**src/rtl/stage_sequencer.sv**
```systemverilog
// stage_sequencer: multi-cycle FETCH_REQ..WRITEBACK state register with
// memory ready/wait handshakes, bounded-wait timeout fault, global stall
// and a retired-instruction counter.
module stage_sequencer #(
  parameter int WAIT_W       = 4,
  parameter int MAX_WAIT     = 15,
  parameter int CNT_W        = 32,
  parameter int SKIP_MEMREAD = 1
) (
  input  logic              clk,
  input  logic              reset_n,
  input  logic              run,
  input  logic              stall,
  input  logic              mem_ready,
  input  logic              is_mem_op,
  input  logic              fault_clear,
  output logic [6:0]        state_onehot,
  output logic              mem_req,
  output logic              cir_we,
  output logic              decode_we,
  output logic              setup_we,
  output logic              mem_enable,
  output logic              result_we,
  output logic              pc_we,
  output logic              fault,
  output logic [WAIT_W-1:0] wait_count,
  output logic [CNT_W-1:0]  retire_count
);

  typedef enum logic [2:0] {
    FETCH_REQ, FETCH_RECV, DECODE, SETUP, EXECUTE, MEMREAD, WRITEBACK, FAULT
  } state_t;

  state_t            state, stateNext;
  logic [WAIT_W-1:0] waitCount, waitNext;
  logic [CNT_W-1:0]  retireCount;
  logic              timeout;
  logic              strobeEn;

  // Timeout fires when the counter has already reached the limit and memory
  // is still not ready this cycle; ready on that same cycle still completes.
  assign timeout  = (waitCount == WAIT_W'(MAX_WAIT)) && !mem_ready;
  // Strobes die with stall and also while reset is held, so nothing is
  // requested from memory before the core is released.
  assign strobeEn = reset_n && !stall;

  // State, wait counter and retire counter registers.
  always_ff @(posedge clk or negedge reset_n) begin
    if (!reset_n) begin
      state       <= FETCH_REQ;
      waitCount   <= '0;
      retireCount <= '0;
    end else begin
      state     <= stateNext;
      waitCount <= waitNext;
      if (state == WRITEBACK && !stall)
        retireCount <= retireCount + CNT_W'(1);
    end
  end

  // Next-state and wait-count logic; everything freezes while stalled.
  always_comb begin
    stateNext = state;
    waitNext  = waitCount;
    if (!stall) begin
      case (state)
        FETCH_REQ:  if (run) stateNext = FETCH_RECV;
        FETCH_RECV: begin
          if (mem_ready) begin
            stateNext = DECODE;
            waitNext  = '0;
          end else if (timeout) begin
            stateNext = FAULT;
            waitNext  = '0;
          end else begin
            waitNext  = waitCount + WAIT_W'(1);
          end
        end
        DECODE:     stateNext = SETUP;
        SETUP:      stateNext = EXECUTE;
        EXECUTE:    stateNext = (is_mem_op || SKIP_MEMREAD == 0) ? MEMREAD : WRITEBACK;
        MEMREAD: begin
          if (!is_mem_op) begin
            // Non-memory op parked here for one cycle (SKIP_MEMREAD = 0).
            stateNext = WRITEBACK;
            waitNext  = '0;
          end else if (mem_ready) begin
            stateNext = WRITEBACK;
            waitNext  = '0;
          end else if (timeout) begin
            stateNext = FAULT;
            waitNext  = '0;
          end else begin
            waitNext  = waitCount + WAIT_W'(1);
          end
        end
        WRITEBACK:  stateNext = FETCH_REQ;
        FAULT:      if (fault_clear) stateNext = FETCH_REQ;
        default:    stateNext = FETCH_REQ;
      endcase
    end
  end

  // One-hot state view; FAULT shows as all-zero.
  always_comb begin
    state_onehot = '0;
    case (state)
      FETCH_REQ:  state_onehot = 7'b0000001;
      FETCH_RECV: state_onehot = 7'b0000010;
      DECODE:     state_onehot = 7'b0000100;
      SETUP:      state_onehot = 7'b0001000;
      EXECUTE:    state_onehot = 7'b0010000;
      MEMREAD:    state_onehot = 7'b0100000;
      WRITEBACK:  state_onehot = 7'b1000000;
      default:    state_onehot = '0;
    endcase
  end

  // Per-stage strobes decoded from state, gated by stall and reset.
  always_comb begin
    mem_req    = strobeEn && state == FETCH_REQ && run;
    cir_we     = strobeEn && state == FETCH_RECV && mem_ready;
    decode_we  = strobeEn && state == DECODE;
    setup_we   = strobeEn && state == SETUP;
    mem_enable = strobeEn && state == EXECUTE && is_mem_op;
    result_we  = strobeEn && (state == EXECUTE || state == WRITEBACK);
    pc_we      = strobeEn && state == WRITEBACK;
  end

  assign fault        = (state == FAULT);
  assign wait_count   = waitCount;
  assign retire_count = retireCount;

endmodule

```
**config.mk**
```make
export PLATFORM = sky130hd
export DESIGN_NAME = stage_sequencer
export DESIGN_NICKNAME = d
export VERILOG_FILES = /design/src/rtl/stage_sequencer.sv
export SDC_FILE = /design/constraint.sdc
export NUM_CORES = 1
export LEC_CHECK = 0
export CAP_MARGIN = 10
export CORE_ASPECT_RATIO = 0.9
export CORE_MARGIN = 3
export CORE_UTILIZATION = 35
export DETAILED_ROUTE_END_ITERATION = 16
export HOLD_SLACK_MARGIN = 0.03
export PLACE_DENSITY = 0.65
export RECOVER_POWER = 100
export SLEW_MARGIN = 20
export SYNTH_ARGS = -nofsm -noshare
export SYNTH_HDL_FRONTEND = slang
export SYNTH_SLANG_ARGS = --single-unit
export TNS_END_PERCENT = 5
```
**constraint.sdc**
```tcl
create_clock -name clk -period 1.75 [get_ports clk]
set_input_delay 0.35 -clock clk [delete_from_list [all_inputs] [get_ports clk]]
set_output_delay 0.35 -clock clk [all_outputs]
set_load 0.03 [all_outputs]
```
Word-level counts from Yosys, hierarchy flattened
Index checks and enable logic that the tools add are counted.
- bits in registers: 39
- input bits: 7
- word-level logic and storage cells: 49
- bitwise logic cells: 1
- equality and inequality tests: 10
- reductions and logical operators: 20
- muxes and demuxes: 13
- add/sub/neg operators: 2
- operators by type and width (operator ; count):
    case mux 7 bit (7 select lines) ; 1
    adder 32 x 1 -> 32 bit, second input constant ; 1
    case mux 3 bit (8 select lines) ; 1
    two-way mux 3 bit ; 6
    logical AND 1 bit ; 13
    == test 3 bit, second input constant ; 4
    two-way mux 4 bit ; 3
    case mux 4 bit (2 select lines) ; 1
    == test 3 x 2 -> 1 bit, second input constant ; 2
    adder 4 x 1 -> 4 bit, second input constant ; 1
    == test 4 bit, second input constant ; 1
    inequality test 2 bit, second input constant ; 2
    == test 3 x 1 -> 1 bit, second input constant ; 1
    logical NOT 3 bit ; 1
    AND reduction 3 bit ; 1
    logical NOT 1 bit ; 2
    two-way mux 2 bit ; 1
    AND reduction 2 bit ; 1
    nonzero test 2 bit ; 1
    logical OR 1 bit ; 1
    inverter 1 bit ; 1

Longest topological paths before layout
- word-level depth: 6
- depth in mapped cells: 6
- gate-level depth less buffers: 5

Worst setup path before layout
No wires, ideal clock.
- path kind: reg2out
- from: register state[0]
- to: output port mem_enable
- buffers on the path: 1
- stages on the path, launching flop included: 4
- data arrival time: 1.761 ns
- required time: 1.400 ns
- setup slack: -0.361 ns
- path through: dfrtp_1 -> clkbuf_1 -> nand2b_1 -> nor4_1
- longest elaborated chain between the ends: 3
- ends and longest elaborated chain (item ; RTL line ; RTL):
    from (decl) ; 34 ; state_t state, stateNext;
    from (signal assigned) ; 54 ; state <= stateNext;
    == test 3 bit ; 125 ; mem_enable = strobeEn && state == EXECUTE && is_mem_op;
    logical AND 1 bit (2 in series) ; 125 ;
    to (decl) ; 22 ; output logic mem_enable,
No other way between the ends.

Worst setup path after layout
- from: register state[1]
- to: output port setup_we
- longest elaborated chain between the ends: 2
- ends and longest elaborated chain (item ; RTL line ; RTL):
    == test 3 x 2 -> 1 bit ; 124 ; setup_we = strobeEn && state == SETUP;
    logical AND 1 bit ; 124 ;
    to (decl) ; 21 ; output logic setup_we,
No other way between the ends.

==> impl_metrics.ini <==
[floorplan]
io_pins = 58
initial_utilization_pct = 37.18
num_rows = 25
die_w_microns = 85.92
core_area_sq_um = 5411
die_h_microns = 77.93
die_area_sq_um = 6695

[sta]
period_needed_ns = 1.733
rsz0062_at_grt = true
final_hold_viol_count = 0
clock_skew_ns = 0.008438
fmax_mhz = 576.9
setup-tns-final_ns = 0
drv_slew = 0
max_slew_margin_pct = 37.20
setup_viol = 0
fin_crit_sh_pct = 99.05
tightest_slew_ns = 0.9419

[setup_path]
reg2reg_from = state[0]$_DFFE_PN0P_
end_kind = primary output
r2r_cells = 5
startpoint_type = flip-flop
crit_required_ns = 1.40
reg2reg_to = retire_count[9]$_DFFE_PN0P_
worstPathArrival_ns = 1.38
crit_type = reg2out
ff2ff_setup_slack_ns = 0.10
path_max_fanout = 9
crit_path_start = state[1]$_DFFE_PN0P_

[power_and_ir_drop]
switching_share_pct = 40.26
combPwrFrac_pct = 46.2
p_switching_uw = 1277
clkPwrFrac_pct = 18.3
pwr-share-seq_pct = 35.5
power_uw = 3171
power_leakage_uw = 0.001482
worst_ir_drop_vdd_mv = 0.8877
power_density_nw_per_um2 = 1094
p_int_uw = 1894

[global_route]
grt_first_pass_wirelength_mm = 8.217
grt_pass1_vias = 1724
antenna_found_initial = 0
grt_use_total_pct = 15.52
grt_max_degree = 40
grt-ovfl-total = 0

[flow_run]
cap_violations = 0

[finish]
num_antenna_cells = 0
nets = 292
areaGrowthSynthToFinish_pct = 44.03
layout-drive-gt1-share_pct = 25.70

[place]
place_congestion = 0.7835
dpl.hpwl_mm = 3.556
numPortBuffers = 57

[clock_tree]
cts_buffers = 5
cts_max_level = 2
clkLatencyLatePin_ns = 0.29
holdBufCountCts = 0
cts_tree = yes
clock_sinks = 39
clk_pin_slew_ns = 0.08
clock_path_buffers = 2
clockRootBuffer = clkbuf_8

[logic_synthesis]
synth_warnings = 0
syn_avg_cell_area_sq_um = 10.06
synthCells = 200
ys_types = 37
yosysTopAreaCell = dfrtp_1
async_reset_ff_share_pct = 100.0
yosys.area.top_type_share_pct = 48.51
synth_edf_count = 0
synthTopCellsByCount = dfrtp_1 (39), xor2_1 (20), nand2_1 (15), nor2_1 (15), nor3_1 (14)
ys_seq_area_share_pct = 48.51
synthesis.area_sq_um = 2012
yosysMostFrequentCell = dfrtp_1
synthTopCellsByArea = dfrtp_1 (49%), xor2_1 (8.7%), xnor2_1 (4.8%)
synth_seq_cells = 39
synth.net_count = 209
synth_top_flop_cell = dfrtp_1

[routing]
wl_per_cell_microns = 13.81
drc = 0
wl_mm = 4.849
via_count = 1762
drt_iter0_markers = 100
first_pass_iters = 4
ant_nets = 0
viasPerCell = 5.020

[run_status]
status = finished clean

[hold_path]
hp-class = in2async
==> cells by family (layout without fill, tap and decap cells) <==
family,Yosys count,count (layout),synth area share [%]
AND/OR/NAND/NOR,93,93,26.43
flip-flops,39,39,48.51
XOR/XNOR,31,31,13.50
AO/OA/AOI/OAI,19,19,6.343
buffers and inverters,14,98,2.923
adder cells (fa/ha/maj),2,2,1.244
multiplexers,2,2,1.057
==> state kept, by name, indices dropped and copies added (netlist names) <==
name / flops
retire_count: 32
wait_count: 4
state: 3
==> critical path: stages (launching register included) <==
cell	delay (ns)
dfrtp_1	0.37
buf_6	0.15
inv_1	0.06
or2_4	0.27
nor2_1	0.09
buf_4	0.16
==> worst max-delay path by stage <==
stage,slack (ns),cells after the start,endpoint
after floorplan,-0.03,3,mem_enable
after global placement,-0.30,6,retire_count[29]$_DFFE_PN0P_
after detailed placement,-0.34,6,retire_count[29]$_DFFE_PN0P_
after CTS,-0.07,4,cir_we
after global routing,-0.06,5,setup_we
final,0.02,5,setup_we
==> through the flow <==
stage                     setup slack [ns]  std cells  util (%)  instance area, sq um  hold WS, ns
final                              0.01659        351     53.55                  2898       0.4657
after floorplan                   -0.02958        200         -                  2024      0.05441
after global placement             -0.2989        337     51.12                  2766       0.4650
after CTS                         -0.07098        345     52.97                  2867       0.1797
after global routing              -0.06464        351     53.55                  2898       0.5015
after detailed placement           -0.3373        337     51.12                  2766       0.4590
==> cells in the final DEF, fill, tap and decap left out, types with 3 or more instances in the layout <==
cell              n
and4_1            3
and3_1            6
a31oi_1           3
clkbuf_8          5
o21ai_0           5
nand3_1          11
clkbuf_2          6
buf_4            25
clkinv_2          3
clkdlybuf4s50_1   8
nor3_1           13
dlygate4sd2_1    25
xor2_1           20
nor2_2            3
inv_1             6
nor4_2            4
nor2_1           10
clkbuf_1         10
xnor2_1          11
nand2_1          15
buf_6             6
nand4_1           7
dfrtp_1          38
nor4_4            3
==> metal layers <==
metal  share of wire (%)  vias up  track usage [%]
li1                    -      874                -
met3                 7.8        7            4.989
met1                  46      827            20.21
met4                 1.6        0            6.171
met2                  44       54            23.73
met5                   0        -                0
==> what timing repair did <==
| item | in CTS | in global routing |
|---|---|---|
| setup endpoints to repair | 36 | 22 |
| cloned | 0 | 1 |
| buffers inserted | 0 | 5 |
| resized for setup | 38 | 25 |
| pin swaps | 2 | 4 |
==> power groups by stage <==
stage	registers, uW	logic, uW	clock network (uW)
after floorplan	1230	640	0
after global placement	1130	1300	0
after detailed placement	1130	1300	0
after CTS	1120	1340	610
after global routing	1150	1580	654
final	1130	1470	579
==> final cells by class <==
type	instances	area, sq um
multi-input cells	147	1070
fillers	516	2514
clock inverters	3	15.01
clock buffers	5	68.82
flip-flops and latches	39	977.2
repair buffers	83	656.9
well taps	67	83.83
inverters	7	26.28
No activity file was read; power rests on OpenSTA's default activity.
